## src/rtl/fetch_pair_queue.sv

```systemverilog
// Dual-issue fetch buffer: issues two-word instruction reads, queues {pc, inst}
// entries and presents the two oldest to the pair dependency checker.
module fetch_pair_queue #(
   parameter int          DEPTH    = 4,
   parameter logic [12:0] RESET_PC = 13'd0
) (
   input  logic        CLK,
   input  logic        RST,
   input  logic [1:0]  take,
   input  logic        redirect,
   input  logic [12:0] redirect_pc,
   output logic        imem_req,
   output logic [12:0] imem_addr,
   input  logic [31:0] imem_rdata1,
   input  logic [31:0] imem_rdata2,
   output logic        valid1,
   output logic        valid2,
   output logic [12:0] pc1_out,
   output logic [31:0] inst1_out,
   output logic [12:0] pc2_out,
   output logic [31:0] inst2_out
);

   localparam int PW = $clog2(DEPTH);
   localparam int CW = PW + 1;
   localparam int SW = PW + 3;

   logic [12:0]   pc_mem   [DEPTH];
   logic [31:0]   inst_mem [DEPTH];

   logic [CW-1:0] count_q, count_d;
   logic [PW-1:0] rd_ptr_q, rd_ptr_d;
   logic [PW-1:0] wr_ptr_q, wr_ptr_d;
   logic [12:0]   fetch_pc_q, fetch_pc_d;
   logic [12:0]   req_pc_q, req_pc_d;
   logic          inflight_q;

   logic [1:0]    take_sat;
   logic [1:0]    eff_take;
   logic [CW-1:0] count_after;
   logic [SW-1:0] need;
   logic          resp_ok;
   logic [12:0]   redirect_base;
   logic [PW-1:0] rd_ptr_nxt;
   logic [PW-1:0] wr_ptr_nxt;

   assign redirect_base = redirect_pc & 13'h1FFC;
   assign resp_ok       = inflight_q && !redirect;
   assign rd_ptr_nxt    = rd_ptr_q + PW'(1);
   assign wr_ptr_nxt    = wr_ptr_q + PW'(1);

   always_comb begin
      take_sat = (take == 2'd3) ? 2'd2 : take;
      eff_take = 2'd0;
      if (count_q >= CW'(2)) begin
         eff_take = take_sat;
      end else if (count_q == CW'(1)) begin
         eff_take = (take_sat != 2'd0) ? 2'd1 : 2'd0;
      end
      count_after = count_q - CW'(eff_take);
      // Reserve room for the response already in flight plus the one requested now.
      need = SW'(count_after) + (inflight_q ? SW'(2) : SW'(0)) + SW'(2);
      imem_req  = !RST && !redirect && (need <= SW'(DEPTH));
      imem_addr = imem_req ? fetch_pc_q : 13'd0;
   end

   always_comb begin
      count_d    = count_after + (resp_ok ? CW'(2) : CW'(0));
      rd_ptr_d   = rd_ptr_q + PW'(eff_take);
      wr_ptr_d   = resp_ok ? (wr_ptr_q + PW'(2)) : wr_ptr_q;
      fetch_pc_d = imem_req ? (fetch_pc_q + 13'd8) : fetch_pc_q;
      req_pc_d   = imem_req ? fetch_pc_q : req_pc_q;
   end

   always_ff @(posedge CLK) begin
      if (RST) begin
         count_q    <= '0;
         rd_ptr_q   <= '0;
         wr_ptr_q   <= '0;
         fetch_pc_q <= RESET_PC;
         req_pc_q   <= 13'd0;
         inflight_q <= 1'b0;
      end else if (redirect) begin
         count_q    <= '0;
         rd_ptr_q   <= '0;
         wr_ptr_q   <= '0;
         fetch_pc_q <= redirect_base;
         req_pc_q   <= 13'd0;
         inflight_q <= 1'b0;
      end else begin
         count_q    <= count_d;
         rd_ptr_q   <= rd_ptr_d;
         wr_ptr_q   <= wr_ptr_d;
         fetch_pc_q <= fetch_pc_d;
         req_pc_q   <= req_pc_d;
         inflight_q <= imem_req;
      end
   end

   // Storage needs no reset: every read is gated by the occupancy count.
   always_ff @(posedge CLK) begin
      if (!RST && resp_ok) begin
         pc_mem[wr_ptr_q]     <= req_pc_q;
         inst_mem[wr_ptr_q]   <= imem_rdata1;
         pc_mem[wr_ptr_nxt]   <= req_pc_q + 13'd4;
         inst_mem[wr_ptr_nxt] <= imem_rdata2;
      end
   end

   always_comb begin
      valid1    = (count_q != '0);
      valid2    = (count_q >= CW'(2));
      pc1_out   = valid1 ? pc_mem[rd_ptr_q]     : 13'd0;
      inst1_out = valid1 ? inst_mem[rd_ptr_q]   : 32'd0;
      pc2_out   = valid2 ? pc_mem[rd_ptr_nxt]   : 13'd0;
      inst2_out = valid2 ? inst_mem[rd_ptr_nxt] : 32'd0;
   end

endmodule
```

## config.mk

```make
export PLATFORM = sky130hd
export DESIGN_NAME = fetch_pair_queue
export DESIGN_NICKNAME = d
export VERILOG_FILES = /design/src/rtl/fetch_pair_queue.sv
export SDC_FILE = /design/constraint.sdc
export NUM_CORES = 1
export LEC_CHECK = 0
export ABC_AREA = 1
export CAP_MARGIN = 30
export CORE_MARGIN = 5
export CORE_UTILIZATION = 45
export CTS_CLUSTER_DIAMETER = 200
export DETAILED_ROUTE_END_ITERATION = 10
export GPL_ROUTABILITY_DRIVEN = 0
export PLACE_DENSITY_LB_ADDON = 0.12
export SLEW_MARGIN = 20
export SYNTH_ARGS = -nofsm -noshare
export SYNTH_HDL_FRONTEND = slang
export SYNTH_SLANG_ARGS = --single-unit
```

## constraint.sdc

```tcl
create_clock -name CLK -period 17.1 [get_ports CLK]
set_clock_uncertainty 0.15 [all_clocks]
set_input_delay 2.565 -clock CLK [delete_from_list [all_inputs] [get_ports CLK]]
set_output_delay 2.565 -clock CLK [all_outputs]
set_load 0.02 [all_outputs]
```

==> flow_summary.toml <==
[timing]
layout_min_cycle_time_ns = 8.89
final_hold_viol_count = 0
finalMaxSlewViolations = 0
clock.fmax_mhz = 112
fin_setup_tns_ns = 0
tightestPinTransition_ns = 0.827
hold-worst-slack_ns = 0.338
setup_viol_count_final = 0
timing.slew.headroom = 0.445
timing.final.crit_share = 0.520
layout_setup_ws_ns = 8.21
unrepaired_setup_endpoints_after_global_routing = "no"

[pwr]
leakagePower_nw = 4.49
power_density_nw_per_um2 = 158
power_frac_clock = 0.231
power.internal_mw = 1.19
p_comb_frac = 0.465
total_power_mw = 1.97
power.sequential.fraction = 0.304
switchingPower_mw = 0.779
netSwitchingFraction = 0.396
worst_ir_drop_vdd_uv = 186

[logic_synthesis]
ys_seq_area_frac = 0.587
largest_family_of_logic_cells_by_synthesized_area = "simple AND/OR/NAND/NOR gates"
synthesized_flop_and_latch_total = 201
synth.area.top_cells = "sky130_fd_sc_hd__edfxtp_1 53%, sky130_fd_sc_hd__nand2_1 9.9%, sky130_fd_sc_hd__dfxtp_1 5.9%"
mappedNetlistArea_sq_um = 9780
synth-warning-count = 0
postSynth.topFlopCell = "sky130_fd_sc_hd__edfxtp_1"
synth-simple-area-share = 0.164
synth_async_sr_flop_share = 0
synthMostInstantiatedCell = "sky130_fd_sc_hd__nand2_1"
post_synth.cell_area_avg_sq_um = 9.34
synth_enable_flop_cells = 172
yosys.area.top_type = "sky130_fd_sc_hd__edfxtp_1"
post_syn_instances = 1048
synth_top_area_frac = 0.528
compound_cell_area_share_of_the_yosys_netlist = 0.148
synth.area.mux_share = 0
synth_fa_ha_area_frac = 0.0110
synthTopCellsByCount = "257 x sky130_fd_sc_hd__nand2_1, 172 x sky130_fd_sc_hd__edfxtp_1, 127 x sky130_fd_sc_hd__nor2_1"
yosys.cell_types.count = 32
parity_gate_share_of_the_synthesized_area_counting_xor_and_xnor_cells = 0.0107

[critical_path]
ff2ff_path_depth = 14
crit_cells = 16
timing.critical_path.to = "imem_addr[6]"
crit_required_ns = 14.39
worst_setup_path_startpoint = "take[1]"
crit_path_max_fanout = 32
arrival_ns = 6.18
critical-path-top-delay-family = "buffers and inverters"
cpMaxStageDelayCell = "sky130_fd_sc_hd__clkdlybuf4s50_1"
setup.worst_path.class = "in -> out"
reg2reg_from = "count_q[2]$_SDFF_PP0_"
critical_path.cell_chain = "clkdlybuf4s50_1, inv_1, nor2_1, nor3_1, ha_1, fa_1, xnor2_1, inv_1, ha_1, inv_1, nand2_1, nand3_4, inv_2, nand2_1, inv_1, clkdlybuf4s50_1"
start_kind = "input port"
crit-reg2reg-capture = "fetch_pc_q[12]$_SDFFE_PP0P_"
crit_path_frequent_cell = "sky130_fd_sc_hd__inv_1"
slowest_delay_ns = 0.60
path_buf_inv = 7
end_kind = "output port"
regToRegSetupSlack_ns = 13.31

[detailed_routing]
route.detailed.vias_per_inst = 5.27
num_vias = 7895
drt-initial-drc-count = 545
antenna_left = 0
firstDrtPassIters = 5
remaining_drc_errors = 0
finalWirelength_mm = 25.4
avgRoutedWirePerCell_um = 17.0

[clocking]
clk-insertion-delay-late_ns = 0.49
clock_buffer_count_from_cts = 22
cts_tree = "done"
cts_h_tree_depth = 1
cts_resized = 0
cts_post_setup_buffers_inserted = 0
clock_path_buffers = 3
postCtsHoldBufs = 0
numClockSinks = 201
cell_at_the_root_of_the_clock_tree = "sky130_fd_sc_hd__clkbuf_16"
clk_pin_slew_ns = 0.05

[layout]
nNetsFinal = 1291
finish.instance_area_sq_um = 12400
area_growth_syn_to_layout_pct = 27.2
fraction_of_layout_cells_with_a_size_suffix_above_1 = 0.0493
final_cell_count_no_fill = 1497
final_core_util = 0.576
fill_cells = 1892

[global_routing]
number_of_antenna_violations_at_the_first_check_in_global_routing = 0
gr-usage-all-layers = 0.196
grt_max_degree = 74
grt_overflow = 0
grt_pass1_vias = 7533
grt_pass1_wl_mm = 38.8

[floorplan]
rows = 54
start_util = 0.453
fp.dieArea_sq_um = 24800
coreArea_sq_um = 21600
die_width_um = 157
die-height_um = 157
num_io_pins = 188

[min_path]
min-delay-path-class = "reg -> reg"

[placed_design]
dp.cells = 1456
hpwl_mm = 15.7
place_worst_setup_slack_ns = 8.19
placement.io_buffers = 179
placed_cell_area_sq_um = 11700

[run_status]
status = "finished clean"

[flow_run]
drv.max_cap_violation_count = 0
==> cell type report <==
type | count | area (sq um) | share of cell area
Clock inverter | 10 | 98.8 | 0.00794
Clock buffer | 29 | 598 | 0.0481
Sequential cell | 201 | 5750 | 0.462
Multi-Input combinational cell | 689 | 3300 | 0.265
Timing Repair Buffer | 193 | 1990 | 0.160
Antenna cell | 1 | 2.50 | 0.000201
Inverter | 94 | 353 | 0.0283
Tap cell | 280 | 350 | 0.0281
==> worst register-to-register path, stage by stage, from the launching register on <==
cell and delay [ns]:
sky130_fd_sc_hd__dfxtp_1 0.35, sky130_fd_sc_hd__nor2_4 0.09, sky130_fd_sc_hd__buf_4 0.53, sky130_fd_sc_hd__nor2_1 0.20
sky130_fd_sc_hd__nor3_1 0.29, sky130_fd_sc_hd__ha_1 0.22, sky130_fd_sc_hd__fa_1 0.44, sky130_fd_sc_hd__ha_1 0.19
sky130_fd_sc_hd__inv_1 0.05, sky130_fd_sc_hd__ha_1 0.22, sky130_fd_sc_hd__nand2_1 0.13, sky130_fd_sc_hd__nand3_4 0.31
sky130_fd_sc_hd__inv_2 0.28, sky130_fd_sc_hd__nand3_1 0.12, sky130_fd_sc_hd__a21oi_1 0.15
==> per-layer routing <==
metal	global-route usage	wire, um
met1	0.247	10300
met2	0.348	12700
met4	0.0635	621
met3	0.0302	1830
met5	0	0
==> how the worst min path moves through the flow <==
stage                                to  slack (ns)                 startpoint  cells after the start
2_1_floorplan   pc_mem[0][12]$_DFFE_PP_        0.28  req_pc_q[12]$_SDFFE_PP0N_                      0
3_3_place_gp   wr_ptr_q[1]$_SDFFE_PP0P_        0.31   wr_ptr_q[1]$_SDFFE_PP0P_                      2
3_5_place_dp   wr_ptr_q[1]$_SDFFE_PP0P_        0.33   wr_ptr_q[1]$_SDFFE_PP0P_                      2
4_1_cts        wr_ptr_q[1]$_SDFFE_PP0P_        0.34   wr_ptr_q[1]$_SDFFE_PP0P_                      2
5_1_grt        wr_ptr_q[1]$_SDFFE_PP0P_        0.37   wr_ptr_q[1]$_SDFFE_PP0P_                      2
6_report       wr_ptr_q[1]$_SDFFE_PP0P_        0.34   wr_ptr_q[1]$_SDFFE_PP0P_                      2
==> registers in the layout (all words and copies together) (netlist names) <==
register / count
count_q: 3
rd_ptr_q: 2
inflight_q: 1
inst_mem: 128
pc_mem: 44
fetch_pc_q: 11
req_pc_q: 11
wr_ptr_q: 1
==> power groups by stage <==
stage | Sequential (mW) | Clock, mW | Combinational (mW)
after CTS | 0.598 | 0.465 | 0.925
after global placement | 0.613 | 0 | 0.905
after global routing | 0.602 | 0.484 | 0.989
final | 0.598 | 0.453 | 0.915
after detailed placement | 0.608 | 0 | 0.921
after floorplan | 0.592 | 0 | 0.558
==> logic make-up after synthesis <==
family | after synthesis
DFF | 201
other | 1
buffers and inverters | 163
adders and majority gates | 8
xor gates and xnor gates | 12
AOI/OAI and AO/OA | 254
and+or+nand+nor | 409
==> cells in the final DEF, fill, tap and decap left out, types with 27 or more instances in the layout <==
cell type / synthesis / routed
sky130_fd_sc_hd__a31oi_1: 37 / 37
sky130_fd_sc_hd__clkdlybuf4s50_1: 0 / 179
sky130_fd_sc_hd__inv_1: 86 / 86
sky130_fd_sc_hd__nand2_1: 257 / 257
sky130_fd_sc_hd__edfxtp_1: 172 / 172
sky130_fd_sc_hd__o21ai_0: 93 / 93
sky130_fd_sc_hd__a21oi_1: 68 / 68
sky130_fd_sc_hd__o211ai_1: 41 / 41
sky130_fd_sc_hd__dfxtp_1: 29 / 27
sky130_fd_sc_hd__nor2_1: 127 / 126
No activity file was read; power rests on OpenSTA's default activity.
